==> src/rtl/host_msix_monitor_if.sv <==
// rtl/host_msix_monitor_if.sv - host write snoop, MSI-X table config, pending/event/counter bundle
interface host_msix_monitor_if #(
    parameter int NUM_VEC = 8,
    parameter int ADDR_W  = 64,
    parameter int DATA_W  = 32,
    parameter int CNT_W   = 16,
    parameter int IDX_W   = (NUM_VEC > 1) ? $clog2(NUM_VEC) : 1
);
    logic               wr_valid;
    logic [ADDR_W-1:0]  wr_addr;
    logic [DATA_W-1:0]  wr_data;
    logic               cfg_we;
    logic [IDX_W-1:0]   cfg_idx;
    logic [ADDR_W-1:0]  cfg_addr;
    logic [DATA_W-1:0]  cfg_data;
    logic               cfg_en;
    logic               cfg_mask;
    logic               clr_valid;
    logic [IDX_W-1:0]   clr_idx;
    logic [NUM_VEC-1:0] pending;
    logic               intr_any;
    logic               evt_valid;
    logic               evt_ready;
    logic [IDX_W-1:0]   evt_vec;
    logic               evt_ovf;
    logic               ovf_clr;
    logic [IDX_W-1:0]   cnt_idx;
    logic [CNT_W-1:0]   cnt_val;
    logic               err_mismatch;
    logic [IDX_W-1:0]   err_vec;

    modport slave (
        input  wr_valid, wr_addr, wr_data,
        input  cfg_we, cfg_idx, cfg_addr, cfg_data, cfg_en, cfg_mask,
        input  clr_valid, clr_idx, evt_ready, ovf_clr, cnt_idx,
        output pending, intr_any, evt_valid, evt_vec, evt_ovf, cnt_val,
        output err_mismatch, err_vec
    );

    modport master (
        output wr_valid, wr_addr, wr_data,
        output cfg_we, cfg_idx, cfg_addr, cfg_data, cfg_en, cfg_mask,
        output clr_valid, clr_idx, evt_ready, ovf_clr, cnt_idx,
        input  pending, intr_any, evt_valid, evt_vec, evt_ovf, cnt_val,
        input  err_mismatch, err_vec
    );
endinterface

==> src/rtl/host_msix_monitor.sv <==
// rtl/host_msix_monitor.sv - MSI-X write snooper: table match, pending, hit counters, event FIFO (opt. MSIX_DATA_MISMATCH_EN)
module host_msix_monitor #(
    parameter int NUM_VEC    = 8,
    parameter int ADDR_W     = 64,
    parameter int DATA_W     = 32,
    parameter int CNT_W      = 16,
    parameter int FIFO_DEPTH = 8
) (
    input  logic                 clk,
    input  logic                 rst,
    host_msix_monitor_if.slave   mon
);
    localparam int IDX_W = (NUM_VEC > 1) ? $clog2(NUM_VEC) : 1;
    localparam int PTR_W = (FIFO_DEPTH > 1) ? $clog2(FIFO_DEPTH) : 1;
    localparam logic [CNT_W-1:0] CNT_MAX = '1;

    logic [ADDR_W-1:0]  tbl_addr_q [NUM_VEC];
    logic [DATA_W-1:0]  tbl_data_q [NUM_VEC];
    logic [NUM_VEC-1:0] tbl_en_q;
    logic [NUM_VEC-1:0] tbl_mask_q;

    always_ff @(posedge clk or posedge rst) begin
        if (rst) begin
            for (int i = 0; i < NUM_VEC; i++) begin
                tbl_addr_q[i] <= '0;
                tbl_data_q[i] <= '0;
            end
            tbl_en_q   <= '0;
            tbl_mask_q <= '0;
        end else if (mon.cfg_we && (int'(mon.cfg_idx) < NUM_VEC)) begin
            tbl_addr_q[mon.cfg_idx] <= mon.cfg_addr;
            tbl_data_q[mon.cfg_idx] <= mon.cfg_data;
            tbl_en_q[mon.cfg_idx]   <= mon.cfg_en;
            tbl_mask_q[mon.cfg_idx] <= mon.cfg_mask;
        end
    end

    // Descending scan so the lowest matching index is the one left standing.
    logic             hit_d, s1_hit_q;
    logic [IDX_W-1:0] hit_idx_d, s1_idx_q;

    always_comb begin
        hit_d     = 1'b0;
        hit_idx_d = '0;
        for (int i = NUM_VEC - 1; i >= 0; i--) begin
            if (mon.wr_valid && tbl_en_q[i] &&
                (tbl_addr_q[i] == mon.wr_addr) && (tbl_data_q[i] == mon.wr_data)) begin
                hit_d     = 1'b1;
                hit_idx_d = IDX_W'(i);
            end
        end
    end

    always_ff @(posedge clk or posedge rst) begin
        if (rst) begin
            s1_hit_q <= 1'b0;
            s1_idx_q <= '0;
        end else begin
            s1_hit_q <= hit_d;
            s1_idx_q <= hit_idx_d;
        end
    end

    // Stage 2: a set from the pipeline overrides a same-cycle clear.
    logic [NUM_VEC-1:0] pending_d, pending_q;

    always_comb begin
        pending_d = pending_q;
        if (mon.clr_valid && (int'(mon.clr_idx) < NUM_VEC))
            pending_d[mon.clr_idx] = 1'b0;
        if (s1_hit_q)
            pending_d[s1_idx_q] = 1'b1;
    end

    always_ff @(posedge clk or posedge rst) begin
        if (rst) pending_q <= '0;
        else     pending_q <= pending_d;
    end

    logic [CNT_W-1:0] cnt_q [NUM_VEC];

    always_ff @(posedge clk or posedge rst) begin
        if (rst) begin
            for (int i = 0; i < NUM_VEC; i++) cnt_q[i] <= '0;
        end else if (s1_hit_q && (cnt_q[s1_idx_q] != CNT_MAX)) begin
            cnt_q[s1_idx_q] <= cnt_q[s1_idx_q] + 1'b1;
        end
    end

    logic [IDX_W-1:0] fifo_mem [FIFO_DEPTH];
    logic [PTR_W-1:0] wr_ptr_q, rd_ptr_q;
    logic [PTR_W:0]   count_q;
    logic             ovf_q;
    logic             fifo_empty, fifo_full, do_pop, do_push, do_drop;

    assign fifo_empty = (count_q == '0);
    assign fifo_full  = (count_q == (PTR_W + 1)'(FIFO_DEPTH));
    assign do_pop     = !fifo_empty && mon.evt_ready;
    // A pop in the same cycle frees the slot, so a full FIFO can still accept.
    assign do_push    = s1_hit_q && (!fifo_full || do_pop);
    assign do_drop    = s1_hit_q && fifo_full && !do_pop;

    always_ff @(posedge clk) begin
        if (do_push) fifo_mem[wr_ptr_q] <= s1_idx_q;
    end

    always_ff @(posedge clk or posedge rst) begin
        if (rst) begin
            wr_ptr_q <= '0;
            rd_ptr_q <= '0;
            count_q  <= '0;
            ovf_q    <= 1'b0;
        end else begin
            if (do_push) wr_ptr_q <= wr_ptr_q + 1'b1;
            if (do_pop)  rd_ptr_q <= rd_ptr_q + 1'b1;
            case ({do_push, do_pop})
                2'b10:   count_q <= count_q + 1'b1;
                2'b01:   count_q <= count_q - 1'b1;
                default: count_q <= count_q;
            endcase
            if (do_drop)          ovf_q <= 1'b1;
            else if (mon.ovf_clr) ovf_q <= 1'b0;
        end
    end

    assign mon.pending   = pending_q;
    assign mon.intr_any  = |(pending_q & ~tbl_mask_q);
    assign mon.evt_valid = !fifo_empty;
    assign mon.evt_vec   = fifo_empty ? '0 : fifo_mem[rd_ptr_q];
    assign mon.evt_ovf   = ovf_q;
    assign mon.cnt_val   = (int'(mon.cnt_idx) < NUM_VEC) ? cnt_q[mon.cnt_idx] : '0;

`ifdef MSIX_DATA_MISMATCH_EN
    logic             mm_d, s1_mm_q, err_q;
    logic [IDX_W-1:0] mm_idx_d, s1_mm_idx_q, err_vec_q;

    always_comb begin
        mm_d     = 1'b0;
        mm_idx_d = '0;
        for (int i = NUM_VEC - 1; i >= 0; i--) begin
            if (mon.wr_valid && tbl_en_q[i] &&
                (tbl_addr_q[i] == mon.wr_addr) && (tbl_data_q[i] != mon.wr_data)) begin
                mm_d     = 1'b1;
                mm_idx_d = IDX_W'(i);
            end
        end
    end

    always_ff @(posedge clk or posedge rst) begin
        if (rst) begin
            s1_mm_q     <= 1'b0;
            s1_mm_idx_q <= '0;
            err_q       <= 1'b0;
            err_vec_q   <= '0;
        end else begin
            s1_mm_q     <= mm_d;
            s1_mm_idx_q <= mm_idx_d;
            if (s1_mm_q && !s1_hit_q && !err_q) begin
                err_q     <= 1'b1;
                err_vec_q <= s1_mm_idx_q;
            end
        end
    end

    assign mon.err_mismatch = err_q;
    assign mon.err_vec      = err_vec_q;
`else
    assign mon.err_mismatch = 1'b0;
    assign mon.err_vec      = '0;
`endif
endmodule

==> src/flat_wrapper.sv <==
// flat-port wrapper written by rule: the top's interface ports become plain ports
module host_msix_monitor_flat 
#(
    parameter int NUM_VEC    = 8,
    parameter int ADDR_W     = 64,
    parameter int DATA_W     = 32,
    parameter int CNT_W      = 16,
    parameter int FIFO_DEPTH = 8
)
  (clk, rst, mon_wr_valid, mon_wr_addr, mon_wr_data, mon_cfg_we, mon_cfg_idx, mon_cfg_addr, mon_cfg_data, mon_cfg_en, mon_cfg_mask, mon_clr_valid, mon_clr_idx, mon_evt_ready, mon_ovf_clr, mon_cnt_idx, mon_pending, mon_intr_any, mon_evt_valid, mon_evt_vec, mon_evt_ovf, mon_cnt_val, mon_err_mismatch, mon_err_vec);
  host_msix_monitor_if #(.NUM_VEC(NUM_VEC), .ADDR_W(ADDR_W), .DATA_W(DATA_W), .CNT_W(CNT_W)) mon_i ();
  input  logic clk;
  input  logic rst;
  input wire logic [$bits(mon_i.wr_valid)-1:0] mon_wr_valid;
  input wire logic [$bits(mon_i.wr_addr)-1:0] mon_wr_addr;
  input wire logic [$bits(mon_i.wr_data)-1:0] mon_wr_data;
  input wire logic [$bits(mon_i.cfg_we)-1:0] mon_cfg_we;
  input wire logic [$bits(mon_i.cfg_idx)-1:0] mon_cfg_idx;
  input wire logic [$bits(mon_i.cfg_addr)-1:0] mon_cfg_addr;
  input wire logic [$bits(mon_i.cfg_data)-1:0] mon_cfg_data;
  input wire logic [$bits(mon_i.cfg_en)-1:0] mon_cfg_en;
  input wire logic [$bits(mon_i.cfg_mask)-1:0] mon_cfg_mask;
  input wire logic [$bits(mon_i.clr_valid)-1:0] mon_clr_valid;
  input wire logic [$bits(mon_i.clr_idx)-1:0] mon_clr_idx;
  input wire logic [$bits(mon_i.evt_ready)-1:0] mon_evt_ready;
  input wire logic [$bits(mon_i.ovf_clr)-1:0] mon_ovf_clr;
  input wire logic [$bits(mon_i.cnt_idx)-1:0] mon_cnt_idx;
  output wire logic [$bits(mon_i.pending)-1:0] mon_pending;
  output wire logic [$bits(mon_i.intr_any)-1:0] mon_intr_any;
  output wire logic [$bits(mon_i.evt_valid)-1:0] mon_evt_valid;
  output wire logic [$bits(mon_i.evt_vec)-1:0] mon_evt_vec;
  output wire logic [$bits(mon_i.evt_ovf)-1:0] mon_evt_ovf;
  output wire logic [$bits(mon_i.cnt_val)-1:0] mon_cnt_val;
  output wire logic [$bits(mon_i.err_mismatch)-1:0] mon_err_mismatch;
  output wire logic [$bits(mon_i.err_vec)-1:0] mon_err_vec;
  assign mon_i.wr_valid = mon_wr_valid;
  assign mon_i.wr_addr = mon_wr_addr;
  assign mon_i.wr_data = mon_wr_data;
  assign mon_i.cfg_we = mon_cfg_we;
  assign mon_i.cfg_idx = mon_cfg_idx;
  assign mon_i.cfg_addr = mon_cfg_addr;
  assign mon_i.cfg_data = mon_cfg_data;
  assign mon_i.cfg_en = mon_cfg_en;
  assign mon_i.cfg_mask = mon_cfg_mask;
  assign mon_i.clr_valid = mon_clr_valid;
  assign mon_i.clr_idx = mon_clr_idx;
  assign mon_i.evt_ready = mon_evt_ready;
  assign mon_i.ovf_clr = mon_ovf_clr;
  assign mon_i.cnt_idx = mon_cnt_idx;
  assign mon_pending = mon_i.pending;
  assign mon_intr_any = mon_i.intr_any;
  assign mon_evt_valid = mon_i.evt_valid;
  assign mon_evt_vec = mon_i.evt_vec;
  assign mon_evt_ovf = mon_i.evt_ovf;
  assign mon_cnt_val = mon_i.cnt_val;
  assign mon_err_mismatch = mon_i.err_mismatch;
  assign mon_err_vec = mon_i.err_vec;
  host_msix_monitor #(.NUM_VEC(NUM_VEC), .ADDR_W(ADDR_W), .DATA_W(DATA_W), .CNT_W(CNT_W), .FIFO_DEPTH(FIFO_DEPTH)) u_core (.clk(clk), .rst(rst), .mon(mon_i));
endmodule
==> config.mk <==
export PLATFORM = sky130hd
export DESIGN_NAME = host_msix_monitor_flat
export DESIGN_NICKNAME = d
export VERILOG_FILES = /design/src/rtl/host_msix_monitor_if.sv /design/src/rtl/host_msix_monitor.sv /design/src/flat_wrapper.sv
export SDC_FILE = /design/constraint.sdc
export NUM_CORES = 2
export LEC_CHECK = 0
export CORE_MARGIN = 1
export CORE_UTILIZATION = 55
export CTS_BUF_LIST = sky130_fd_sc_hd__clkbuf_8
export DETAILED_ROUTE_END_ITERATION = 8
export PLACE_DENSITY = 0.74
export SYNTH_ARGS = -nofsm -noshare
export SYNTH_HDL_FRONTEND = slang
export SYNTH_SLANG_ARGS = --single-unit
==> constraint.sdc <==
create_clock -name clk -period 76.2 [get_ports clk]
set_clock_uncertainty 0.15 [all_clocks]
set_input_delay 15.24 -clock clk [delete_from_list [all_inputs] [get_ports clk]]
set_output_delay 15.24 -clock clk [all_outputs]
set_load 0.01 [all_outputs]
=== Yosys cells after proc, flatten, opt, wreduce, memory -nomap -nowiden ===
Memory sizes are Yosys's and may differ from the RTL's.
Index checks and enable logic that the tools add are counted.

* Reductions and logical operators: 42
* Magnitude comparators: 11
* Equality and inequality tests: 20
* Mux-type cells: 47
* Add/subtract/negate cells: 5
* Bitwise logic cells: 8

{| class="wikitable"
|+ Operators by type and width
! kind !! count
|-
| 512-bit bitwise mux || 1
|-
| 64-bit equality test || 8
|-
| 256-bit bitwise mux || 1
|-
| 32-bit equality test || 8
|-
| 64-bit demux with 3-bit select || 1
|-
| 128-bit bitwise mux || 1
|-
| 16-bit binary-select mux with 3-bit select || 2
|-
| 32-bit demux with 3-bit select || 1
|-
| 16-bit two-way mux || 5
|-
| 64-bit two-way mux || 1
|-
| 16-bit demux with 3-bit select || 1
|-
| 1-bit logical AND || 34
|-
| 32-bit two-way mux || 1
|-
| 3-bit two-way mux || 9
|-
| 16-bit by 1-bit adder with 16-bit output (second input constant) || 1
|-
| 8-bit bitwise AND || 2
|-
| 8-bit bitwise mux || 2
|-
| 8-bit two-way mux || 2
|-
| 16-bit != test (second input constant) || 1
|-
| 8-bit NOT || 2
|-
| 1-bit two-way mux || 15
|-
| 4-bit greater-or-equal comparator (second input constant) || 3
|-
| 3-bit by 4-bit < comparator with 1-bit output (second input constant) || 3
|-
| 3-bit NOT with 4-bit output || 3
|-
| 16 further kinds || 25
|}

* Word-level logic and storage cells: 167
* Register bits after elaboration: 935
* Memories: 1
* Memory bits (writable): 24

{| class="wikitable"
|+ Memory list
! name !! words !! bits a word !! read ports !! clocked after memory_dff !! write ports !! line !! text
|-
| u_core.fifo_mem || 8 || 3 || 1 || 0 || 1 || host_msix_monitor.sv:90 || <nowiki>logic [IDX_W-1:0] fifo_mem [FIFO_DEPTH];</nowiki>
|}

=== Logic depth before layout (Yosys ltp) ===
* Depth in word-level cells: 11
* Mapped depth: 17
* Mapped depth without buffers: 11

=== Worst setup path before layout ===
No wires, ideal clock.

* Path type: in2out
* Start point: input port mon_cnt_idx[0]
* End point: output port mon_cnt_val[0]
* Slack: 43964 ps
* Stages: 4
* Arrival time: 16846 ps
* Path through: clkbuf_1 -> buf_1 -> mux4_2 -> mux2_2

* Longest elaborated chain between the ends: 4

{| class="wikitable"
|+ Ends and longest elaborated chain
! element !! line !! text
|-
| from (decl) || flat_wrapper.sv:27 || <nowiki>input wire logic [$bits(mon_i.cnt_idx)-1:0] mon_cnt_idx;</nowiki>
|-
| 3-bit NOT with 4-bit output (implied by the code) || host_msix_monitor.sv:131 || <nowiki>assign mon.cnt_val = (int'(mon.cnt_idx) < NUM_VEC) ? cnt_q[mon.cnt_idx] : '0;</nowiki>
|-
| 16-bit binary-select mux with 3-bit select || host_msix_monitor.sv:131 ||
|-
| 16-bit two-way mux (implied by the code) (2 in series) || host_msix_monitor.sv:131 ||
|-
| to (decl) || flat_wrapper.sv:33 || <nowiki>output wire logic [$bits(mon_i.cnt_val)-1:0] mon_cnt_val;</nowiki>
|}

Every way passes these cells. The select of a mux whose other input is x is not followed.

=== Final worst setup path ===
Same ends and word-level chain as after synthesis.

==> results.yml <==
final_layout:
  stdcell_area_um2: 54300
  seq_area_um2: 24100
  area_growth_pct: 14.5
  fin_nets: 4213
  fillers: 6782
  final_cells: 5270
  multi_input_area_um2: 21600
  layout-drive-gt1-share_pct: 30.7
  fin_util_pct: 63.7
routing:
  via_per_inst: 6.75
  drtIter0Drc: 4456
  wire_per_inst_um: 38.9
  drt_wl_total_um: 205000
  num_vias: 35600
  first_pass_iters: 9
  ant_nets: 0
  drc: 0
sta:
  relSlewSlack_pct: 3.61
  period_share_pct: 43.2
  hold_viol: 0
  layout_setup_ws_ns: 43.28
  worst-slew-pin-transition_ns: 1.43
  hold-worst-slack_ns: 0.351
  setup_viol: 0
  fmaxAchievable_ghz: 0.0304
  slew_viol_final: 0
  tns_ns: 0
  fin_crit_ns: 32.92
  rsz0062_at_grt: "no"
synthesis:
  synthFlopType: "dfrtp_1"
  async_reset_ff_share_pct: 97.5
  avgSynthCellArea_um2: 12.7
  synth_top_area_share_pct: 49.4
  synth_seq_area_share_pct: 50.9
  ys_types: 81
  synthCells: 3730
  ys_ff_latch: 959
  synth_edf_count: 24
  synthTopCellsByArea: "dfrtp_1 49%, mux2_2 20%, xnor2_1 5.1%"
  yosys_warnings: 0
  yosysTopAreaCell: "dfrtp_1"
  syn_area_um2: 47400
setup_path:
  cp_slowest_stage_delay_ns: 0.85
  critPathTopFamily: "buffers and inverters"
  worstPathArrival_ns: 17.53
  cpMaxStageDelayCell: "buf_2"
  cp-end-kind: "primary output"
  crit_path_start: "mon_cnt_idx[0]"
  start_kind: "primary input"
  worstPathCellList: "buf_2 -> mux4_2 -> mux2_2 -> clkdlybuf4s50_1"
  crit_type: "in -> out"
  worstPathMaxFanout: 32
  required_ns: 60.81
  rr_startpoint: "u_core.s1_idx_q[1]$_DFF_PP0_"
  path_buf_inv: 2
floorplan:
  die_w_um: 296
  rows: 107
  start_util_pct: 55.6
  fp.dieArea_um2: 87400
  die_h_um: 296
  core-area_um2: 85300
  ios: 244
clocking:
  htreeDepth: 4
  cts_made_buffers: 166
  cts_tree: "built"
  clock-root-buffer: "clkbuf_8"
  clkTransAtPathRegs_ns: 0.06
  cts.path.max_buffers: 3
  postCtsSetupRepairBufs: 0
  clkSinkCount: 959
  cts-resized-gates: 0
  holdBufCountCts: 0
  insertion_delay_ns: 0.91
global_routing:
  grt_overflow_total: 0
  grt_use_total_pct: 47.4
  grt_pass1_wl_um: 277000
  grt_pass1_vias: 34200
  antenna_found_initial: 26
  grt_max_degree: 159
min_path:
  worst_hold_path_type: "reg -> reg"
  min_from: "u_core.count_q[3]$_DFFE_PP0P_"
placed_design:
  dp_hpwl_um: 147000
  portBuffers: 239
  post-place-ws_ns: 43.24
  placedInstanceArea_um2: 50900
  gp_congestion: 1.10
  dp_cells: 4972
outcome:
  status: "finished, final reports clean"
power_and_ir_drop:
  power.leakage_nw: 23.2
  powerDensity_nw_per_um2: 27.5
  max-vdd-ir-drop_uv: 19.0
  power_mw: 1.49
flow_run:
  drv_cap: 0
==> synth_stat cells (all sizes together) (23+ instances only) <==
cell and number:
dfrtp 935, xnor2 279, edfxtp 24, nand3 29, mux4 52, nand2b 77
inv 166, xor2 216, nor2 39, nor3 23, nand4 101, a221oi 69
nor4 84, nand2 101, nor2b 25, mux2 873, clkbuf 187, o22ai 90
buf 49, o2bb2ai 42, o21ai 86, o2111ai 23
==> final timing paths <==
check                                                endpoint  slack, ns  cells past startpoint
setup / recovery                               mon_cnt_val[0]      43.28                      4
hold / removal                  u_core.count_q[3]$_DFFE_PP0P_       0.35                      1
setup reg to reg                 u_core.cnt_q[29]$_DFFE_PP0P_      71.22                     11
hold reg to reg                 u_core.count_q[3]$_DFFE_PP0P_       0.35                      1
max in group asynchronous  u_core.tbl_addr_q[234]$_DFFE_PP0P_      58.37                      4
min in group asynchronous  u_core.tbl_addr_q[387]$_DFFE_PP0P_      14.88                      2
==> registers in the layout, indices dropped and copies added (netlist names) <==
signal,flops
u_core.tbl_addr_q,512
u_core.s1_idx_q,3
u_core.tbl_en_q,8
u_core.fifo_mem,24
u_core.tbl_data_q,256
u_core.tbl_mask_q,8
u_core.s1_hit_q,1
u_core.mon.pending,8
u_core.wr_ptr_q,3
u_core.count_q,4
u_core.mon.evt_ovf,1
u_core.rd_ptr_q,3
u_core.cnt_q,128
==> layout make-up <==
| class | instances | area share (%) |
|---|---|---|
| antenna | 5 | 0.0230 |
| clock buffer | 201 | 5.10 |
| clock inverter | 92 | 1.03 |
| inverter | 168 | 1.18 |
| multi-input combinational | 2370 | 39.8 |
| sequential | 959 | 44.4 |
| tap | 1144 | 2.64 |
| timing repair buffer | 331 | 5.78 |
==> routing by layer <==
layer / vias to the layer above / global-route usage [%] / part of all wire [%]
met3: 595 / 14.3 / 12
met4: 14 / 32.5 / 8.0
li1: 14000 / - / -
met2: 2394 / 66.0 / 41
met1: 18500 / 63.3 / 39
met5: - / 0 / 0.042
==> layout by cell type (no fill, tap or decap), types with 10 or more instances in the layout <==
master / count
dfrtp_1: 933
mux2_2: 863
xnor2_1: 278
clkdlybuf4s50_1: 237
inv_1: 224
xor2_1: 216
clkbuf_8: 201
nand2_1: 101
nand4_1: 101
o22ai_1: 88
buf_4: 87
o21ai_0: 85
nor4_1: 82
nand2b_1: 76
a221oi_1: 69
o2bb2ai_1: 42
mux4_2: 41
nor2_1: 38
nand3_1: 26
nor2b_1: 24
edfxtp_1: 24
o2111ai_1: 23
a22oi_1: 22
nor3_1: 20
mux2i_1: 18
a22o_1: 16
clkinv_2: 14
a21oi_1: 10
mux2_4: 10
==> report_power, final <==
| part | switching [mW] | internal (mW) | total, mW |
|---|---|---|---|
| combinational | 0.176 | 0.144 | 0.320 |
| clock | 0.228 | 0.250 | 0.478 |
| sequential | 0.0887 | 0.605 | 0.694 |
==> cell families after synthesis <==
group | Yosys count | share of synthesized area [%]
AND/OR/NAND/NOR | 522 | 6.25
adder cells (fa/ha/maj) | 7 | 0.201
XOR/XNOR | 495 | 9.16
other | 1 | 0.00791
AO/OA/AOI/OAI | 399 | 6.14
multiplexers | 943 | 23.7
flip-flops | 959 | 50.9
buffers and inverters | 404 | 3.62
(Power assumes the default switching activity.)
